**src/rtl/wb_arbiter_if.sv**
```systemverilog
// Bundles the execution-unit result handshakes and the writeback bus.
// master = result producers / writeback consumer, slave = the arbiter.
// Purely structural; no timing or flow control lives here.
interface wb_arbiter_if #(
    parameter int DISPATCH_WIDTH       = 2,
    parameter int PHYS_REGS_ADDR_WIDTH = 6,
    parameter int NUM_SRC              = 3
);
    // Result sources, one lane per execution unit
    logic [NUM_SRC-1:0]                                src_valid;
    logic [NUM_SRC-1:0]                                src_ready;
    logic [NUM_SRC-1:0][PHYS_REGS_ADDR_WIDTH-1:0]      src_phys_rd;
    logic [NUM_SRC-1:0][31:0]                          src_data;

    // Registered writeback slots, no backpressure
    logic [DISPATCH_WIDTH-1:0]                         wb_valid;
    logic [DISPATCH_WIDTH-1:0][PHYS_REGS_ADDR_WIDTH-1:0] wb_phys_rd;
    logic [DISPATCH_WIDTH-1:0][31:0]                   wb_data;

    modport master (
        output src_valid, src_phys_rd, src_data,
        input  src_ready, wb_valid, wb_phys_rd, wb_data
    );

    modport slave (
        input  src_valid, src_phys_rd, src_data,
        output src_ready, wb_valid, wb_phys_rd, wb_data
    );
endinterface

```
**src/rtl/wb_arbiter.sv**
```systemverilog
// Writeback arbiter: per-source result FIFOs drained round-robin onto DISPATCH_WIDTH wb slots.
// Latency: result accepted at edge E appears on wb_* after edge E+1 at the earliest.
// Backpressure: src_ready drops only when a source FIFO is full (registered count); wb bus never stalls.
module wb_arbiter #(
    parameter int DISPATCH_WIDTH       = 2,
    parameter int PHYS_REGS_ADDR_WIDTH = 6,
    parameter int NUM_SRC              = 3,
    parameter int FIFO_DEPTH           = 2
) (
    input  logic        clk,
    input  logic        rst,
    wb_arbiter_if.slave bus
);
    localparam int PTR_W = (FIFO_DEPTH > 1) ? $clog2(FIFO_DEPTH) : 1;
    localparam int CNT_W = $clog2(FIFO_DEPTH + 1);
    localparam int SRC_W = (NUM_SRC > 1) ? $clog2(NUM_SRC) : 1;

    typedef struct packed {
        logic [PHYS_REGS_ADDR_WIDTH-1:0] phys_rd;
        logic [31:0]                     data;
    } entry_t;

    // Per-source FIFO state
    entry_t           mem_q   [NUM_SRC][FIFO_DEPTH];
    entry_t           mem_d   [NUM_SRC][FIFO_DEPTH];
    logic [PTR_W-1:0] head_q  [NUM_SRC];
    logic [PTR_W-1:0] head_d  [NUM_SRC];
    logic [PTR_W-1:0] tail_q  [NUM_SRC];
    logic [PTR_W-1:0] tail_d  [NUM_SRC];
    logic [CNT_W-1:0] count_q [NUM_SRC];
    logic [CNT_W-1:0] count_d [NUM_SRC];

    // Arbitration state
    logic [SRC_W-1:0] rr_ptr_q;
    logic [SRC_W-1:0] rr_ptr_d;

    // Writeback slot registers
    logic [DISPATCH_WIDTH-1:0] wb_valid_q;
    logic [DISPATCH_WIDTH-1:0] wb_valid_d;
    entry_t                    wb_entry_q [DISPATCH_WIDTH];
    entry_t                    wb_entry_d [DISPATCH_WIDTH];

    // Per-cycle handshake and grant results
    logic [NUM_SRC-1:0]        src_rdy;
    logic [NUM_SRC-1:0]        push;
    logic [NUM_SRC-1:0]        grant;
    logic [DISPATCH_WIDTH-1:0] slot_vld;
    logic [SRC_W-1:0]          slot_src [DISPATCH_WIDTH];

    // Ready depends only on the registered count, so a pop this cycle cannot open the door early
    always_comb begin
        src_rdy = '0;
        push    = '0;
        for (int i = 0; i < NUM_SRC; i++) begin
            src_rdy[i] = (count_q[i] != CNT_W'(FIFO_DEPTH));
            push[i]    = bus.src_valid[i] & src_rdy[i];
        end
    end

    // Round-robin scan from rr_ptr: first DISPATCH_WIDTH non-empty sources fill slots in scan order
    always_comb begin
        logic [SRC_W:0]   sum;
        logic [SRC_W-1:0] idx;
        logic [SRC_W-1:0] last;
        int               n;
        grant    = '0;
        slot_vld = '0;
        for (int k = 0; k < DISPATCH_WIDTH; k++) begin
            slot_src[k] = '0;
        end
        sum  = '0;
        idx  = '0;
        last = rr_ptr_q;
        n    = 0;
        for (int j = 0; j < NUM_SRC; j++) begin
            sum = {1'b0, rr_ptr_q} + (SRC_W+1)'(j);
            if (sum >= (SRC_W+1)'(NUM_SRC)) begin
                sum = sum - (SRC_W+1)'(NUM_SRC);
            end
            idx = sum[SRC_W-1:0];
            if ((count_q[idx] != '0) && (n < DISPATCH_WIDTH)) begin
                grant[idx] = 1'b1;
                for (int k = 0; k < DISPATCH_WIDTH; k++) begin
                    if (k == n) begin
                        slot_vld[k] = 1'b1;
                        slot_src[k] = idx;
                    end
                end
                last = idx;
                n    = n + 1;
            end
        end
        // Next scan starts just past the last source served; idle cycles leave it alone
        if (n != 0) begin
            rr_ptr_d = (last == SRC_W'(NUM_SRC - 1)) ? '0 : last + 1'b1;
        end else begin
            rr_ptr_d = rr_ptr_q;
        end
    end

    // FIFO bookkeeping: push at tail, pop at head, both may happen in the same cycle
    always_comb begin
        for (int i = 0; i < NUM_SRC; i++) begin
            head_d[i]  = head_q[i];
            tail_d[i]  = tail_q[i];
            count_d[i] = count_q[i];
            for (int d = 0; d < FIFO_DEPTH; d++) begin
                mem_d[i][d] = mem_q[i][d];
            end
            if (push[i]) begin
                mem_d[i][tail_q[i]] = '{phys_rd: bus.src_phys_rd[i], data: bus.src_data[i]};
                // Depth is a power of two, so the pointer wraps naturally
                tail_d[i] = tail_q[i] + 1'b1;
            end
            if (grant[i]) begin
                head_d[i] = head_q[i] + 1'b1;
            end
            count_d[i] = count_q[i] + CNT_W'(push[i]) - CNT_W'(grant[i]);
        end
    end

    // Load granted heads into their slots; idle slots drop valid but keep the last payload
    always_comb begin
        wb_valid_d = slot_vld;
        for (int k = 0; k < DISPATCH_WIDTH; k++) begin
            wb_entry_d[k] = wb_entry_q[k];
            if (slot_vld[k]) begin
                wb_entry_d[k] = mem_q[slot_src[k]][head_q[slot_src[k]]];
            end
        end
    end

    // State register; reset discards buffered results and clears the writeback bus
    always_ff @(posedge clk or posedge rst) begin
        if (rst) begin
            rr_ptr_q   <= '0;
            wb_valid_q <= '0;
            for (int k = 0; k < DISPATCH_WIDTH; k++) begin
                wb_entry_q[k] <= '0;
            end
            for (int i = 0; i < NUM_SRC; i++) begin
                head_q[i]  <= '0;
                tail_q[i]  <= '0;
                count_q[i] <= '0;
                for (int d = 0; d < FIFO_DEPTH; d++) begin
                    mem_q[i][d] <= '0;
                end
            end
        end else begin
            rr_ptr_q   <= rr_ptr_d;
            wb_valid_q <= wb_valid_d;
            for (int k = 0; k < DISPATCH_WIDTH; k++) begin
                wb_entry_q[k] <= wb_entry_d[k];
            end
            for (int i = 0; i < NUM_SRC; i++) begin
                head_q[i]  <= head_d[i];
                tail_q[i]  <= tail_d[i];
                count_q[i] <= count_d[i];
                for (int d = 0; d < FIFO_DEPTH; d++) begin
                    mem_q[i][d] <= mem_d[i][d];
                end
            end
        end
    end

    assign bus.src_ready = src_rdy;
    assign bus.wb_valid  = wb_valid_q;

    // Unpack slot registers onto the bus
    always_comb begin
        for (int k = 0; k < DISPATCH_WIDTH; k++) begin
            bus.wb_phys_rd[k] = wb_entry_q[k].phys_rd;
            bus.wb_data[k]    = wb_entry_q[k].data;
        end
    end

endmodule
```
**src/flat_wrapper.sv**
```systemverilog
// flat-port wrapper written by rule: the top's interface ports become plain ports
module wb_arbiter_flat 
#(
    parameter int DISPATCH_WIDTH       = 2,
    parameter int PHYS_REGS_ADDR_WIDTH = 6,
    parameter int NUM_SRC              = 3,
    parameter int FIFO_DEPTH           = 2
)
  (clk, rst, bus_src_valid, bus_src_phys_rd, bus_src_data, bus_src_ready, bus_wb_valid, bus_wb_phys_rd, bus_wb_data);
  wb_arbiter_if #(.DISPATCH_WIDTH(DISPATCH_WIDTH), .PHYS_REGS_ADDR_WIDTH(PHYS_REGS_ADDR_WIDTH), .NUM_SRC(NUM_SRC)) bus_i ();
  input  logic clk;
  input  logic rst;
  input wire logic [$bits(bus_i.src_valid)-1:0] bus_src_valid;
  input wire logic [$bits(bus_i.src_phys_rd)-1:0] bus_src_phys_rd;
  input wire logic [$bits(bus_i.src_data)-1:0] bus_src_data;
  output wire logic [$bits(bus_i.src_ready)-1:0] bus_src_ready;
  output wire logic [$bits(bus_i.wb_valid)-1:0] bus_wb_valid;
  output wire logic [$bits(bus_i.wb_phys_rd)-1:0] bus_wb_phys_rd;
  output wire logic [$bits(bus_i.wb_data)-1:0] bus_wb_data;
  assign bus_i.src_valid = bus_src_valid;
  assign bus_i.src_phys_rd = bus_src_phys_rd;
  assign bus_i.src_data = bus_src_data;
  assign bus_src_ready = bus_i.src_ready;
  assign bus_wb_valid = bus_i.wb_valid;
  assign bus_wb_phys_rd = bus_i.wb_phys_rd;
  assign bus_wb_data = bus_i.wb_data;
  wb_arbiter #(.DISPATCH_WIDTH(DISPATCH_WIDTH), .PHYS_REGS_ADDR_WIDTH(PHYS_REGS_ADDR_WIDTH), .NUM_SRC(NUM_SRC), .FIFO_DEPTH(FIFO_DEPTH)) u_core (.clk(clk), .rst(rst), .bus(bus_i));
endmodule
```
**config.mk**
```make
export PLATFORM = sky130hd
export DESIGN_NAME = wb_arbiter_flat
export DESIGN_NICKNAME = d
export VERILOG_FILES = /design/src/rtl/wb_arbiter_if.sv /design/src/rtl/wb_arbiter.sv /design/src/flat_wrapper.sv
export SDC_FILE = /design/constraint.sdc
export NUM_CORES = 1
export LEC_CHECK = 0
export BUFFER_PORTS_ARGS = -buffer_cell sky130_fd_sc_hd__buf_2
export CELL_PAD_IN_SITES_DETAIL_PLACEMENT = 1
export CELL_PAD_IN_SITES_GLOBAL_PLACEMENT = 2
export CORE_MARGIN = 1
export CORE_UTILIZATION = 43
export DETAILED_ROUTE_END_ITERATION = 12
export PLACE_DENSITY = 0.87
export SLEW_MARGIN = 25
export SYNTH_ARGS = -nofsm -noshare
export SYNTH_HDL_FRONTEND = slang
export SYNTH_SLANG_ARGS = --single-unit
```
**constraint.sdc**
```tcl
create_clock -name clk -period 29.3 [get_ports clk]
set_input_delay 7.325 -clock clk [delete_from_list [all_inputs] [get_ports clk]]
set_output_delay 7.325 -clock clk [all_outputs]
set_load 0.05 [all_outputs]
```
==> key figures <==
Synth
  – Post-synthesis instance area: about 16000 sq um
  – Syn avg cell area: roughly 12 sq um
  – Yosys top cell area share: approximately 50%
  – Synth area leader: dfrtp_1
  – Top FF cell, synth: dfrtp_1
  – Synth Register Bits: between 300 and 400
  – Post-synth EDFFs: 0
  – Netlist cell types: 49
  – Mapped Nets: about 1400
  – Most area-consuming cells after synthesis: dfrtp_1 (50%), mux2_2 (16%), mux2i_1 (9.5%)
  – Sequential cell area fraction in the yosys report: 49.86%
  – Warnings from Yosys: 0
  – Commonest cells post-synth: dfrtp_1 (320), mux2_2 (232), mux2i_1 (153), nor2_1 (124), a211oi_1 (96)
  – Dominant cell by count in the synthesized netlist: dfrtp_1
  – Mapped Cells: about 1300
  – Ys async rst share: 100.0%

Setup path
  – Crit. path cell count: 3
  – Crit path launch type: register
  – R2r endpoint: u_core.bus.wb_data[18]$_DFFE_PP0P_
  – Launch point of the critical path: u_core.count_q[0]$_DFF_PP0_
  – Cells on worst reg2reg path: 15
  – Worst reg2reg startpoint: u_core.rr_ptr_q[0]$_DFFE_PP0P_
  – Buf/Inv on CP: 2
  – Nature of the critical path endpoint: output pin
  – Crit path to: bus_src_ready[2]
  – Crit-path max cell delay: approximately 0.38 ns
  – Register-to-register setup slack: around 24 ns
  – Crit-path cells: inv_1 -> nand2_1 -> buf_2
  – Critical path peak fanout: 3
  – CP Data Required Time: roughly 22 ns
  – Slowest cell on the critical path: dfrtp_1
  – Kind of critical path: register to output pin
  – Critical path arrival: approximately 1.4 ns
  – Top delay family on crit path: flip-flops

Detailed routing
  – 1st-iter DRT viols: between 500 and 600
  – WL met2: between 20000 and 25000 um
  – Top sig layer: met4
  – DRT met1 WL: 21490 um
  – DR vias: about 12000
  – Post-route ant nets: 0
  – Per-cell routed wire length: 25.21 um
  – Vias/cell: approximately 6.0
  – TritonRoute pass-1 iters: 5
  – Routed wire length: 49390 um
  – # DRC: 0
  – WL met3: 2294 um

Global routing
  – First-pass GRT wire length: ~77000 um
  – Initial antenna violation count: 3
  – GRT overflow: 0
  – Vias in the first global route: 12830
  – Largest net degree at the start of global routing: about 130
  – Global Route Usage Sum: around a quarter

Flow run
  – Max cap viols: 0

CTS
  – Setup Fix Bufs, Post-CTS: 0
  – CTS root buffer: clkbuf_16
  – H-tree Lvls: 2
  – Num CTS Buffers: 37
  – Clk slew on worst S/H paths: about 0.06 ns
  – Clock Path Buffers: 3
  – Post-cts sizing count: 0
  – Hold Buf Count CTS: 0
  – CTS Sinks: 320
  – CTS tree: done
  – Clk_lat worst skew: between 0.5 and 0.6 ns

Timing
  – Final worst-path cycle share: 29.80%
  – Final Hold Vio Count: 0
  – Fin. max-slew vios: 0
  – Final min period: 8.731 ns
  – Max Clock Freq: roughly 110 MHz
  – Hold_ws: between 0.4 and 0.5 ns
  – Slew HR: 27.83%
  – Worst-Margin Slew: 1.083 ns
  – RSZ-0062 raised after global routing: false
  – Min setup slack post-route: 20.57 ns
  – Setup violators final: 0
  – Setup_tns: 0 ns
  – Clock skew: between 0.01 and 0.015 ns

Floorplan
  – DIE WIDTH: roughly 200 um
  – Die area: between 30000 and 40000 sq um
  – Starting Density: a little over two fifths
  – Ports: 200
  – Core ar.: 36700 sq um
  – Die height: slightly below 200 um
  – Row count: 70

Place
  – Placement Setup Slack: roughly 20 ns
  – Port buffer count: 199
  – HPWL after detailed placement: slightly below 30000 um
  – Gp weighted congestion: between 0.8 and 0.9

Status
  – Status: complete, no violations

Hold path
  – Hold Path Depth: 1
  – Hold/Removal Path Class: register to register

Final layout
  – Fraction of layout cells with a size suffix above 1: between 30 and 40%
  – # nets final: about 1600
  – Area delta synth->final: 16.24%
## cell usage in the layout, fill, tap and decap left out, drive strengths merged, types with 10 or more instances in the layout
| master | count |
|---|---|
| a211o | 40 |
| ha | 13 |
| xnor2 | 10 |
| a211oi | 116 |
| mux2i | 153 |
| nor2 | 125 |
| buf | 220 |
| nand2 | 54 |
| a2bb2oi | 38 |
| inv | 19 |
| o2111a | 38 |
| mux2 | 233 |
| dfrtp | 320 |
| clkbuf | 59 |
## flip-flops by register name, indices dropped and copies added (netlist names)
register / count
u_core.bus.wb_valid: 2
u_core.rr_ptr_q: 2
u_core.count_q: 6
u_core.tail_q: 3
u_core.head_q: 3
u_core.bus.wb_phys_rd: 12
u_core.mem_q: 228
u_core.bus.wb_data: 64
## how the worst min path moves through the flow
stage                                                      from                                    end  slack (ns)
after floorplan                    u_core.head_q[2]$_DFFE_PP0N_           u_core.head_q[2]$_DFFE_PP0N_        0.46
after global placement    u_core.bus.wb_phys_rd[11]$_DFFE_PP0P_  u_core.bus.wb_phys_rd[11]$_DFFE_PP0P_        0.47
after detailed placement     u_core.bus.wb_data[60]$_DFFE_PP0P_     u_core.bus.wb_data[60]$_DFFE_PP0P_        0.48
after CTS                    u_core.bus.wb_data[60]$_DFFE_PP0P_     u_core.bus.wb_data[60]$_DFFE_PP0P_        0.49
after global routing         u_core.bus.wb_data[46]$_DFFE_PP0P_     u_core.bus.wb_data[46]$_DFFE_PP0P_        0.51
final                        u_core.bus.wb_data[46]$_DFFE_PP0P_     u_core.bus.wb_data[46]$_DFFE_PP0P_        0.49
## per-stage QoR
stage / util (%) / instances / instance area [sq um]
after floorplan: - / 1306 / 16060
after detailed placement: 47.48 / 1890 / 17430
final: 50.87 / 1959 / 18670
after global placement: 47.47 / 1890 / 17420
after CTS: 50.77 / 1955 / 18630
after global routing: 50.87 / 1959 / 18670
## per-layer routing
metal / GRT usage (%) / vias to the layer above
li1: - / 5182
met1: 34.53 / 6115
met2: 44.96 / 312
met3: 3.921 / 75
met4: 8.311 / 0
met5: 0 / -
## kinds of logic (layout without fill, tap and decap cells)
kind of cell / count (synthesis) / after routing / synth area share [%]
AO/OA/AOI/OAI: 259 / 259 / 14.34
XOR/XNOR: 12 / 12 / 0.6545
adder cells (fa/ha/maj): 13 / 13 / 1.013
buffers and inverters: 121 / 303 / 3.389
flip-flops: 320 / 320 / 49.86
multiplexers: 386 / 386 / 25.87
other: 0 / 3 / 0
AND/OR/NAND/NOR: 195 / 195 / 4.862
## cell type report
class | count | area, sq um
antenna | 3 | 7.507
clock buffer | 59 | 1171
clock inverter | 6 | 36.28
fill | 3859 | 18030
inverter | 18 | 75.07
multi-input combinational | 865 | 7616
sequential | 320 | 8008
tap | 468 | 585.6
timing repair buffer | 220 | 1169
Power is not shown: default switching activity piles up to over one toggle a cycle in this logic, so the estimate is an artifact.
